### src/rtl/mem_stage_sb.sv
// Purpose: MEM stage with a store buffer in front of a single req/ack data-memory port.
// Latency: stores complete in 0 cycles when an entry is free; loads take >= 2 cycles (issue, then ack).
// Backpressure: ready = 0 holds the MEM instruction while the buffer is full, a load hazard drains, or a read is outstanding.
module mem_stage_sb #(
    parameter int ADDR_W   = 32,
    parameter int SB_DEPTH = 4
) (
    input  logic              clk,
    input  logic              rst,
    input  logic [4:0]        dest_reg,
    input  logic              reg_write,
    input  logic              mem_to_reg,
    input  logic              mem_write,
    input  logic [1:0]        size,
    input  logic [ADDR_W-1:0] alu_out,
    input  logic [31:0]       store_data,
    output logic [4:0]        dest_reg_out,
    output logic              reg_write_out,
    output logic              mem_to_reg_out,
    output logic [ADDR_W-1:0] wb_alu_out,
    output logic [31:0]       load_data,
    output logic              ready,
    output logic              sb_empty,
    output logic              mem_req,
    output logic              mem_we,
    output logic [ADDR_W-1:0] mem_addr,
    output logic [31:0]       mem_wdata,
    output logic [3:0]        mem_be,
    input  logic [31:0]       mem_rdata,
    input  logic              mem_ack
);

    localparam int PTR_W = (SB_DEPTH > 1) ? $clog2(SB_DEPTH) : 1;
    localparam int CNT_W = PTR_W + 1;
    localparam int WA_W  = ADDR_W - 2;

    // One buffered store: word address plus lane-placed data and byte enables
    typedef struct packed {
        logic [WA_W-1:0] waddr;
        logic [31:0]     wdat;
        logic [3:0]      be;
    } sb_entry_t;

    typedef enum logic [1:0] {
        S_IDLE  = 2'd0,
        S_DRAIN = 2'd1,
        S_LOAD  = 2'd2
    } state_t;

    state_t state, state_nxt;

    sb_entry_t            sb_mem [SB_DEPTH];
    logic [PTR_W-1:0]     wr_ptr;
    logic [PTR_W-1:0]     rd_ptr;
    logic [CNT_W-1:0]     count;

    logic                 is_store;
    logic                 is_load;
    logic [WA_W-1:0]      ld_waddr;
    logic                 sb_full;
    logic                 sb_nonempty;
    logic [SB_DEPTH-1:0]  entry_vld;
    logic                 hazard;
    logic [3:0]           lane_be;
    logic [31:0]          lane_dat;
    logic [31:0]          ld_ext;
    logic                 issue_load;
    logic                 issue_drain;
    logic                 push;
    logic                 pop;
    logic                 ld_done;
    sb_entry_t            head;
    sb_entry_t            new_entry;

    // Writeback control passes straight through to the MEM/WB register
    assign dest_reg_out   = dest_reg;
    assign reg_write_out  = reg_write;
    assign mem_to_reg_out = mem_to_reg;
    assign wb_alu_out     = alu_out;

    // A store wins if both flags are set; mem_to_reg alone marks a load
    assign is_store    = mem_write;
    assign is_load     = mem_to_reg & ~mem_write;
    assign ld_waddr    = alu_out[ADDR_W-1:2];
    assign sb_full     = (count == CNT_W'(SB_DEPTH));
    assign sb_nonempty = (count != '0);
    assign head        = sb_mem[rd_ptr];

    // The in-flight store stays in the buffer until its ack pops it
    assign sb_empty    = (count == '0) && (state != S_DRAIN);

    // Load hazard: any live entry (including the in-flight head) hitting the load's word
    always_comb begin
        entry_vld = '0;
        hazard    = 1'b0;
        for (int i = 0; i < SB_DEPTH; i++) begin
            entry_vld[i] = ({1'b0, PTR_W'(i) - rd_ptr} < count);
            if (entry_vld[i] && (sb_mem[i].waddr == ld_waddr)) begin
                hazard = is_load;
            end
        end
    end

    // Lane placement for stores (and the lane mask presented with reads)
    always_comb begin
        lane_be  = 4'b1111;
        lane_dat = store_data;
        case (size)
            2'b00: begin
                lane_be  = 4'b0001 << alu_out[1:0];
                lane_dat = {4{store_data[7:0]}};
            end
            2'b01: begin
                lane_be  = alu_out[1] ? 4'b1100 : 4'b0011;
                lane_dat = {2{store_data[15:0]}};
            end
            default: begin
                lane_be  = 4'b1111;
                lane_dat = store_data;
            end
        endcase
    end

    assign new_entry = '{waddr: ld_waddr, wdat: lane_dat, be: lane_be};

    // Load result extraction: pick the addressed lane(s) and zero-extend
    always_comb begin
        ld_ext = mem_rdata;
        case (size)
            2'b00: begin
                case (alu_out[1:0])
                    2'd0:    ld_ext = {24'd0, mem_rdata[7:0]};
                    2'd1:    ld_ext = {24'd0, mem_rdata[15:8]};
                    2'd2:    ld_ext = {24'd0, mem_rdata[23:16]};
                    default: ld_ext = {24'd0, mem_rdata[31:24]};
                endcase
            end
            2'b01:   ld_ext = alu_out[1] ? {16'd0, mem_rdata[31:16]} : {16'd0, mem_rdata[15:0]};
            default: ld_ext = mem_rdata;
        endcase
    end

    // FSM state register
    always_ff @(posedge clk) begin
        if (!rst) begin
            state <= S_IDLE;
        end else begin
            state <= state_nxt;
        end
    end

    // FSM next state: a clean load beats draining; otherwise drain whenever entries exist
    always_comb begin
        state_nxt = state;
        case (state)
            S_IDLE: begin
                if (is_load && !hazard) begin
                    state_nxt = S_LOAD;
                end else if (sb_nonempty) begin
                    state_nxt = S_DRAIN;
                end
            end
            S_DRAIN: begin
                if (mem_ack) begin
                    state_nxt = S_IDLE;
                end
            end
            S_LOAD: begin
                if (mem_ack) begin
                    state_nxt = S_IDLE;
                end
            end
            default: state_nxt = S_IDLE;
        endcase
    end

    // FSM outputs: issue strobes, buffer push/pop, pipeline handshake and load result
    always_comb begin
        issue_load  = rst && (state == S_IDLE) && is_load && !hazard;
        issue_drain = rst && (state == S_IDLE) && !(is_load && !hazard) && sb_nonempty;
        push        = rst && is_store && !sb_full;
        pop         = rst && (state == S_DRAIN) && mem_ack;
        ld_done     = rst && (state == S_LOAD) && mem_ack;
        ready       = 1'b0;
        if (rst) begin
            if (is_store) begin
                ready = !sb_full;
            end else if (is_load) begin
                ready = ld_done;
            end else begin
                ready = 1'b1;
            end
        end
        load_data = ld_done ? ld_ext : 32'd0;
    end

    // Buffer pointers and occupancy; a late ack outside DRAIN never pops
    always_ff @(posedge clk) begin
        if (!rst) begin
            wr_ptr <= '0;
            rd_ptr <= '0;
            count  <= '0;
        end else begin
            if (push) begin
                wr_ptr <= wr_ptr + 1'b1;
            end
            if (pop) begin
                rd_ptr <= rd_ptr + 1'b1;
            end
            case ({push, pop})
                2'b10:   count <= count + 1'b1;
                2'b01:   count <= count - 1'b1;
                default: count <= count;
            endcase
        end
    end

    // Store payload array; contents are don't-care until pushed
    always_ff @(posedge clk) begin
        if (push) begin
            sb_mem[wr_ptr] <= new_entry;
        end
    end

    // Registered memory port: request held until ack, dropped on the ack edge or at reset
    always_ff @(posedge clk) begin
        if (!rst) begin
            mem_req   <= 1'b0;
            mem_we    <= 1'b0;
            mem_addr  <= '0;
            mem_wdata <= '0;
            mem_be    <= '0;
        end else if (issue_load) begin
            mem_req   <= 1'b1;
            mem_we    <= 1'b0;
            mem_addr  <= {ld_waddr, 2'b00};
            mem_wdata <= '0;
            mem_be    <= lane_be;
        end else if (issue_drain) begin
            mem_req   <= 1'b1;
            mem_we    <= 1'b1;
            mem_addr  <= {head.waddr, 2'b00};
            mem_wdata <= head.wdat;
            mem_be    <= head.be;
        end else if (mem_ack && (state != S_IDLE)) begin
            mem_req   <= 1'b0;
        end
    end

endmodule

### config.mk
export PLATFORM = sky130hd
export DESIGN_NAME = mem_stage_sb
export DESIGN_NICKNAME = d
export VERILOG_FILES = /design/src/rtl/mem_stage_sb.sv
export SDC_FILE = /design/constraint.sdc
export NUM_CORES = 1
export LEC_CHECK = 0
export BUFFER_PORTS_ARGS = -buffer_cell sky130_fd_sc_hd__buf_2
export CAP_MARGIN = 5
export CORE_MARGIN = 4
export CORE_UTILIZATION = 50
export CTS_CLUSTER_SIZE = 8
export DETAILED_ROUTE_END_ITERATION = 10
export PLACE_DENSITY = 0.78
export SLEW_MARGIN = 20
export SYNTH_ARGS = -nofsm -noshare
export SYNTH_HDL_FRONTEND = slang
export SYNTH_SLANG_ARGS = --single-unit
### constraint.sdc
create_clock -name clk -period 7.3 [get_ports clk]
set_clock_uncertainty 0.15 [all_clocks]
set_input_delay 1.46 -clock clk [delete_from_list [all_inputs] [get_ports clk]]
set_output_delay 1.46 -clock clk [all_outputs]
set_load 0.01 [all_outputs]
==> results of run 1 <==
[how the worst min path moves through the flow]
stage | slack, ns | start | depth (start not counted) | endpoint
floorplan | 0.33 | state[1] | 2 | state[1]
global placement | 0.33 | mem_addr[13] | 2 | mem_addr[13]
detailed placement | 0.33 | mem_addr[23] | 2 | mem_addr[23]
CTS | 0.34 | mem_addr[6] | 2 | mem_addr[6]
global route | 0.37 | mem_wdata[19] | 2 | mem_wdata[19]
finish | 0.34 | mem_addr[11] | 2 | mem_addr[11]
[registers in the layout, indices dropped and copies added, names as in the netlist, named ones only]
signal / cells
mem_be: 4
mem_req: 1
mem_wdata: 32
mem_we: 1
count: 3
rd_ptr: 2
wr_ptr: 2
state: 2
mem_addr: 30
sb_mem: 264
[through the flow]
step	instance area [um^2]	util [%]	hold WS (ns)
2_1_floorplan	16100	-	0.329
3_3_place_gp	17100	54.1	0.327
3_5_place_dp	17100	54.1	0.331
4_1_cts	18600	58.8	0.339
5_1_grt	18600	58.8	0.368
6_report	18600	58.8	0.339
[worst max-delay path: cells and delay by family]
family	cells	cell delay (ns)
buffers and inverters	2	0.82
AND/OR/NAND/NOR	3	0.86
AO/OA/AOI/OAI	1	0.35
[synth_stat cells, drive strengths merged (2+ instances only)]
master / n
clkbuf: 87
or3: 33
mux2i: 8
o21ai: 28
nand2: 128
nand4: 29
mux4: 66
xnor2: 108
a211oi: 2
and4: 2
dfxtp: 79
inv: 23
buf: 68
nand2b: 3
a31oi: 3
a21o: 2
o2111ai: 2
nor3: 3
a222oi: 8
and3: 19
nor2: 31
nand3: 40
a21oi: 7
a22oi: 8
and2: 6
nor4: 37
o311ai: 32
edfxtp: 264
o21bai: 2
a311oi: 32
a2111oi: 2
xor2: 18
ha: 12
mux2: 16
[final cells by class]
class | count | area [um^2]
Fill cell | 2356 | 13000
Inverter | 24 | 90.1
Clock inverter | 5 | 115
Multi-Input combinational cell | 696 | 5690
Tap cell | 402 | 503
Sequential cell | 343 | 9510
Timing Repair Buffer | 254 | 1310
Clock buffer | 86 | 1380
[power by group through the flow]
| stage | Clock (uW) | Combinational, uW | Sequential (uW) |
|---|---|---|---|
| floorplan | 0 | 316 | 2280 |
| global placement | 0 | 496 | 2270 |
| detailed placement | 0 | 507 | 2270 |
| CTS | 2170 | 514 | 2240 |
| global route | 2280 | 555 | 2240 |
| finish | 2150 | 514 | 2240 |
[logic make-up (layout without fill, tap and decap cells)]
logic type,count (synthesis),count (layout),synth area share (%)
simple gates,331,331,10.1
other cells,1,2,0.0233
compound gates,134,134,6.39
flops,343,343,59.2
fa+ha+maj,13,13,1.06
xor+xnor,126,126,6.87
mux,90,90,10.9
buf+inv,179,369,5.50
[metal layers]
metal  vias to the layer above  global-route usage [%]
li1                       4881                       -
met1                      5451                    33.6
met2                       650                    37.5
met3                        91                    3.71
met4                         0                    7.00
met5                         -                       0
==> metrics.txt, run 1 <==
status=complete, no violations; cts bufs inserted=49; Hold Path Class=flip-flop to flip-flop; RR Endpoint=mem_addr[17]; max_cap viols=0; Clock Tree Buf Depth=3; first-pass iteration count of the detailed router=7; Mapped Cells=1217; Post-CTS Hold Fix Bufs=0; fin. max-slew vios=0; total wire length=41900 um; flops & latches, synth=343; WS Path Type=primary input to output pin; cell taking the most area after synthesis=edfxtp_1; Synth top area share=49.3%; largest net degree at the start of global routing=73; CP cell instances=buf_2, nor2_1, and2_1, a222oi_1, nor2_1, buf_2; CTS tree=built; Post-synth top flop=edfxtp_1; core area=0.0316 mm^2; clock tree root buffer cell=clkbuf_16; input/output buffers=237; maximum VDD drop=0.000187 V; Die W=187 um; net load switching power=1210 uW; GPL Wtd Cong=0.912; Post-synth EDFFs=264; highest routed metal layer=met4; Area Overhead vs Synth=15.7%; Final Non-Filler Cells=1810; worst r2r src=sb_mem[2][45]; vias post-DR=11073; R2R depth=9; Switching Share=24.7%; register share of total power=45.6%; Comb pwr share=10.5%; min cycle time layout=5.11 ns; total gr overflow=0; die area=0.0351 mm^2; nets=1490; GRT Total Usage=23.5%; vias in the first global route=11006; CP Launch Point=size[1]; commonest non-fill, non-tap cell in the layout=edfxtp_1; register area share after synthesis=59.2%; antenna violations before repair=0; diodes inserted=0; # DRC=0; RSZ-0062 raised after global routing=no; average size of a mapped cell=13.2 um^2; M1 WL=16900 um; final worst slack=2.19 ns; ys async rst share=0%; Post-CTS Setup Bufs=0; area of the mapped netlist=0.0161 mm^2; placed cells=1719; Distinct cells, synth=47; post-route ant nets=0; WL met3=3680 um; Initial Util=50.8%; drt wl/cell=23.1 um; num rows=65; Synth area leaders=edfxtp_1 (49%), dfxtp_1 (9.8%), mux4_2 (9.3%), xnor2_1 (5.9%), nand2_1 (3.0%); Hold Violations, Final=0; Power Density=264 mW/mm^2; startpoint type of the worst setup path=primary input; CP max stage delay=0.65 ns; IO Pins=252; Max stage delay cell, worst path=buf_2; post-place setup slack=2.23 ns; Least-Margin Pin Slew=1.06 ns; Post-CTS Resized=0; # setup viols final=0; first-pass GRT wire length=65200 um; H-tree depth=2; Peak Freq=0.196 GHz; share of cells above drive strength 1=28.3%; WL met2=20000 um; clock sink total=343; crit end category=output pin; clock network fraction of total power=43.9%; Design Power=4900 uW; setup_tns=0 ns; vias per cell=6.12; critical path endpoint=load_data[1]; WP data required=5.69 ns; fin crit share=70.0%; Max FO, Critical Path=54; crit path DAT=3.50 ns; Post-DP HPWL=26700 um; die height=187 um; Slew HR=29.3%; commonest non-fill, non-tap cells in the layout=edfxtp_1 (264), buf_2 (237), nand2_1 (128); R2R Setup Slk=4.12 ns; Ys Warns=0; P_leak=0.00647 uW; Skew-Pair Late Insertion Delay=0.57 ns; P_int=3690 uW; Iteration-0 DRC Markers=1172; Reg clk slew, reported paths=0.05 ns
No activity file was read; power rests on OpenSTA's default activity.
==> run 2, diff against run 1 <==
- PLACE_DENSITY: 0.78 -> 0.81
- clock period: 7.3 -> 4.5 ns (I/O delays scaled with it)
==> metrics.txt, run 2 (synthesis results as in run 1) <==
status=complete, no violations; Hold Violations, Final=0 (unchanged); Die W=187 um (unchanged); GR peak layer=met2; Largest regs=sb_mem x264, mem_wdata x32, mem_addr x30; vias in the first global route=11149 (+1.3%); most flop-heavy register=sb_mem; post-route ant nets=0 (unchanged); core area=0.0316 mm^2 (unchanged); P_leak=0.00653 uW (+0.89%); Area Overhead vs Synth=16.7%; Post-CTS Resized=0 (unchanged); Power Density=426 mW/mm^2 (+62%); commonest non-fill, non-tap cells in the layout=edfxtp_1 (264), buf_2 (237), nand2_1 (128); max_cap viols=0 (unchanged); total wire length=42700 um (+2.0%); maximum VDD drop=0.000322 V (+72%); clock sink total=343 (unchanged); Post-DP HPWL=26800 um (+0.49%); min cycle time layout=3.61 ns; Skew-Pair Late Insertion Delay=0.57 ns (about the same); largest net degree at the start of global routing=86 (+18%); die area=0.0351 mm^2 (unchanged); Peak Freq=0.277 GHz; cts bufs inserted=49 (unchanged); Fillers=2432 (+3.2%); # setup viols final=0 (unchanged); met1 Resource Use GR=31.7% (-1.8 points); Least-Margin Pin Slew=0.901 ns (-0.160 ns); clock tree root buffer cell=clkbuf_16; first-pass iteration count of the detailed router=5 (-2); die height=187 um (unchanged); crit end category=output pin; Slew HR=39.3% (+10 points); Clock Tree Buf Depth=3 (unchanged); antenna violations before repair=2 (+2); GPL Wtd Cong=0.907 (-0.50%); GRT Total Usage=23.5% (+0.039 points); Post-CTS Hold Fix Bufs=0 (unchanged); setup_tns=0 ns (unchanged); number of flip-flops under the largest register name=264 (unchanged); nets=1496 (+0.40%); Post-CTS Setup Bufs=0 (unchanged); Initial Util=50.8% (unchanged); Design Power=7980 uW (+63%); WS Path Type=primary input to output pin; first-pass GRT wire length=65300 um (+0.15%); met3 Usage GRT=3.92% (+0.21 points); fin. max-slew vios=0 (unchanged); Reg clk slew, reported paths=0.05 ns (about the same); H-tree depth=2 (unchanged); vias post-DR=11241 (+1.5%); commonest non-fill, non-tap cell in the layout=edfxtp_1; startpoint type of the worst setup path=primary input; Max FO, Critical Path=30 (-44%); vias per cell=6.18 (+1.1%); CTS tree=built; crit path DAT=2.56 ns (-0.94 ns); WP data required=3.45 ns (-2.24 ns); fin crit share=80.3%; input/output buffers=237 (unchanged); num rows=65 (unchanged); GR Util met2=39.4% (+1.9 points); drt wl/cell=23.5 um (+1.6%); Iteration-0 DRC Markers=1251 (+6.7%); IO Pins=252 (unchanged); Hold Path Class=flip-flop to flip-flop; # DRC=0 (unchanged); RSZ-0062 raised after global routing=no; total gr overflow=0 (unchanged); share of cells above drive strength 1=28.6% (+0.28 points)
-- run 2: critical path: stages --
cell      delay, ns
buf_2          0.33
buf_4          0.38
nor2_1         0.10
and2_1         0.28
a222oi_1       0.31
nor2_1         0.07
buf_2          0.17
-- run 2: cell type report --
type / count / area [um^2] / area share, %
well taps: 402 / 503 / 2.68
inverters: 24 / 90.1 / 0.481
diodes: 1 / 2.50 / 0.0133
clock buffers: 87 / 1380 / 7.35
clock inverters: 5 / 115 / 0.614
flip-flops and latches: 343 / 9510 / 50.7
repair buffers: 260 / 1460 / 7.78
multi-input cells: 696 / 5690 / 30.3
-- run 2: worst paths after layout --
check / to / slack [ns] / startpoint / cells past startpoint
max: load_data[1] / 0.89 / size[1] / 7
min: mem_addr[10] / 0.34 / mem_addr[10] / 2
min reg2reg: mem_addr[10] / 0.34 / mem_addr[10] / 2
max reg2reg: mem_addr[31] / 1.44 / state[0] / 6
-- run 2: per-stage QoR --
| step | hold WS (ns) | std cells | worst slack (ns) | utilization [%] | instance area (um^2) |
|---|---|---|---|---|---|
| 6_report | 0.338 | 1818 | 0.889 | 59.3 | 18700 |
| 5_1_grt | 0.351 | 1818 | 0.720 | 59.3 | 18700 |
| 4_1_cts | 0.337 | 1817 | 0.893 | 59.3 | 18700 |
| 3_5_place_dp | 0.327 | 1725 | 0.909 | 54.5 | 17300 |
| 3_3_place_gp | 0.324 | 1725 | 0.935 | 54.5 | 17300 |
| 2_1_floorplan | 0.329 | 1218 | 0.483 | - | 16100 |
-- run 2: layer usage --
layer | vias to the layer above | part of all wire (%)
li1 | 4912 | -
met1 | 5575 | 40
met2 | 663 | 49
met3 | 91 | 8.5
met4 | 0 | 2.7
met5 | - | 0
-- run 2: power breakdown --
group | total, uW | switching, uW | internal [uW]
registers | 3630 | 76.4 | 3560
logic | 844 | 534 | 310
clock network | 3510 | 1370 | 2130
total | 7980 | 1980 | 6000
==> run 3, diff against run 2 <==
- ABC_AREA: default -> 1
- PLACE_DENSITY: 0.81 -> 0.78
- clock period: 4.5 -> 3.38 ns (I/O delays scaled with it)
==> metrics.txt, run 3 <==
Least-Margin Pin Slew=0.925 ns (+0.0239 ns); Post-synth top flop=edfxtp_1; area of the mapped netlist=0.0162 mm^2 (+1.1%); status=complete, no violations; Area Overhead vs Synth=17.7%; cts bufs inserted=49 (unchanged); Max FO, Critical Path=16 (-47%); hold path startpoint=store_data[1]; clock tree root buffer cell=clkbuf_16; Initial Util=51.1% (+0.29 points); maximum VDD drop=0.000451 V (+40%); die height=188 um (+0.52%); R2R depth=14 (+8); Largest regs=sb_mem x264, mem_wdata x32, mem_addr x30; CTS tree=built; first-pass GRT wire length=69400 um (+6.3%); Synth top area share=48.8% (-0.53 points); Peak Freq=0.315 GHz; Slew HR=37.7% (-1.6 points); num rows=65 (unchanged); drt wl/cell=18.7 um (-21%); Post-DP HPWL=29100 um (+8.6%); average size of a mapped cell=9.28 um^2 (-30%); Iteration-0 DRC Markers=1336 (+6.8%); number of flip-flops under the largest register name=264 (unchanged); core area=0.0318 mm^2 (+0.51%); Post-synth EDFFs=264 (unchanged); register area share after synthesis=58.5% (-0.64 points); Ys Warns=0 (unchanged); fin crit share=93.9%; nets=2063 (+38%); Reg clk slew, reported paths=0.05 ns (about the same); CP cell instances=inv_1, ha_1, nand3_1, clkinv_1, nand2_2, nor2_1, buf_2; most frequent cell after synthesis=nand2_1; WS Path Type=flip-flop to output pin; commonest non-fill, non-tap cells in the layout=nand2_1 (395), edfxtp_1 (264), buf_2 (237); total gr overflow=0 (unchanged); IO Pins=252 (unchanged); min cycle time layout=3.17 ns; Worst path top cell family by delay=simple AND/OR/NAND/NOR gates; clock sink total=343 (unchanged); vias per cell=5.52 (-11%); crit path DAT=2.35 ns (-0.21 ns); fin. max-slew vios=0 (unchanged); most flop-heavy register=sb_mem; first-pass iteration count of the detailed router=5 (unchanged); WHS Path Cells=1 (-1); die area=0.0354 mm^2 (+1.0%); # DRC=0 (unchanged); input/output buffers=237 (unchanged); P_leak=0.00791 uW (+21%); WP data required=2.55 ns (-0.90 ns); post-route ant nets=0 (unchanged); Hold Slack=0.236 ns (-0.102 ns); GRT Total Usage=24.5% (+1.0 points); Power Density=554 mW/mm^2 (+30%); R2R Setup Slk=0.58 ns (-0.86 ns); startpoint type of the worst setup path=flip-flop; Mapped Cells=1750 (+44%); RSZ-0062 raised after global routing=no; Skew-Pair Late Insertion Delay=0.57 ns (about the same); final core utilization=60.1% (+0.87 points); diodes inserted=0 (-1); crit path buf inv count=3 (unchanged); Max stage delay cell, worst path=clkinv_1; antenna violations before repair=1 (-1); RR Endpoint=mem_be[3]; largest net degree at the start of global routing=137 (+59%); WHS Endpoint=sb_mem[0][5]; Clock Tree Buf Depth=3 (unchanged); cell taking the most area after synthesis=edfxtp_1; crit end category=output pin; Hold Violations, Final=0 (unchanged); H-tree depth=2 (unchanged); # setup viols final=0 (unchanged); Hold Path Class=primary input to flip-flop; max_cap viols=0 (unchanged); share of cells above drive strength 1=18.0% (-11 points); total wire length=45100 um (+5.5%); Synth top cells by count=nand2_1 (396), edfxtp_1 (264), nor2_1 (238); GPL Wtd Cong=0.903 (-0.42%); vias in the first global route=12948 (+16%); CP max stage delay=0.36 ns (-0.02 ns); Distinct cells, synth=37 (-21%); flops & latches, synth=343 (unchanged); Die W=188 um (+0.52%); Synth area leaders=edfxtp_1 (49%), dfxtp_1 (9.7%), nand2_1 (9.2%), nor2_1 (5.5%), o21ai_0 (4.1%); vias post-DR=13341 (+19%); ys async rst share=0% (unchanged); worst r2r src=rd_ptr[1]; commonest non-fill, non-tap cell in the layout=nand2_1
-- run 3: cell types whose count changed after synthesis, moves of 43 or more --
cell      before  now
nand2_1      128  396
nor2_1        31  238
o21ai_0       28  132
inv_1         23  118
a21oi_1        7   99
xnor2_1      108   25
mux4_2        66    0
clkbuf_1      87   43
nand3_1       40   83
-- run 3: power breakdown --
group	total, uW	switching (uW)	internal [uW]
Sequential	4800	73.2	4720
Combinational	1120	748	372
Clock	4680	1800	2870
-- run 3: per-stage QoR --
step / cell area [um^2] / TNS [ns] / total power (uW) / cells / setup slack [ns]
after floorplan: 16300 / -78.77 / 5550 / 1751 / -0.298
after global placement: 17600 / 0 / 5950 / 2325 / 0.387
after detailed placement: 17600 / 0 / 5980 / 2325 / 0.368
after CTS: 19100 / 0 / 10600 / 2415 / 0.000914
after global routing: 19100 / 0 / 11000 / 2415 / 0.0287
final: 19100 / 0 / 10600 / 2415 / 0.206
-- run 3: cells by family (layout without fill, tap and decap cells) --
group / Yosys count / count (layout) / share of synthesized area [%]
flip-flops: 343 / 343 / 58.5
XOR/XNOR: 76 / 76 / 4.10
other: 1 / 2 / 0.0231
AND/OR/NAND/NOR: 744 / 744 / 18.4
adder cells (fa/ha/maj): 13 / 13 / 1.05
buffers and inverters: 266 / 495 / 7.43
AO/OA/AOI/OAI: 307 / 307 / 10.5
-- run 3: worst reg2reg max path, stage by stage (launching register included) --
cell and delay [ns]:
dfxtp_1 0.39, xor2_1 0.21, inv_1 0.09, ha_1 0.27, a21boi_0 0.16, o21ai_0 0.10
nand4_1 0.11, nor2_2 0.06, nor2_4 0.21, nand3_4 0.21, inv_2 0.12, buf_12 0.21
nand2_1 0.09, nand3_1 0.24, nor2_1 0.06
-- run 3: cell type report --
| class | instances | area (um^2) |
|---|---|---|
| multi-input cells | 1142 | 5560 |
| repair buffers | 264 | 1490 |
| clock inverters | 5 | 119 |
| well taps | 435 | 544 |
| inverters | 141 | 531 |
| fillers | 2575 | 12700 |
| clock buffers | 85 | 1360 |
| flip-flops and latches | 343 | 9510 |
-- run 3: worst max-delay path by stage --
stage	from	end	slack, ns	depth (start not counted)
2_1_floorplan	rst	sb_mem[0][0]	-0.30	5
3_3_place_gp	rst	count[2]	0.39	12
3_5_place_dp	rst	count[2]	0.37	12
4_1_cts	state[0]	load_data[31]	0.0009	7
5_1_grt	state[0]	load_data[22]	0.03	7
6_report	state[0]	load_data[31]	0.21	7
-- run 3: routing by layer --
| layer | vias to the layer above | global-route usage, % | wire, um |
|---|---|---|---|
| met2 | 793 | 41.5 | 21600 |
| li1 | 6208 | - | - |
| met5 | - | 0 | 0 |
| met3 | 100 | 4.61 | 4670 |
| met1 | 6240 | 32.1 | 17600 |
| met4 | 0 | 7.85 | 1190 |
-- run 3: what timing repair did --
action                                  4_1_cts  5_1_grt
buffers inserted                              0        0
endpoints found under the setup margin        0       16
resized for setup                             0        1
hold buffers                                  0        0
hold endpoints to repair                      0        0
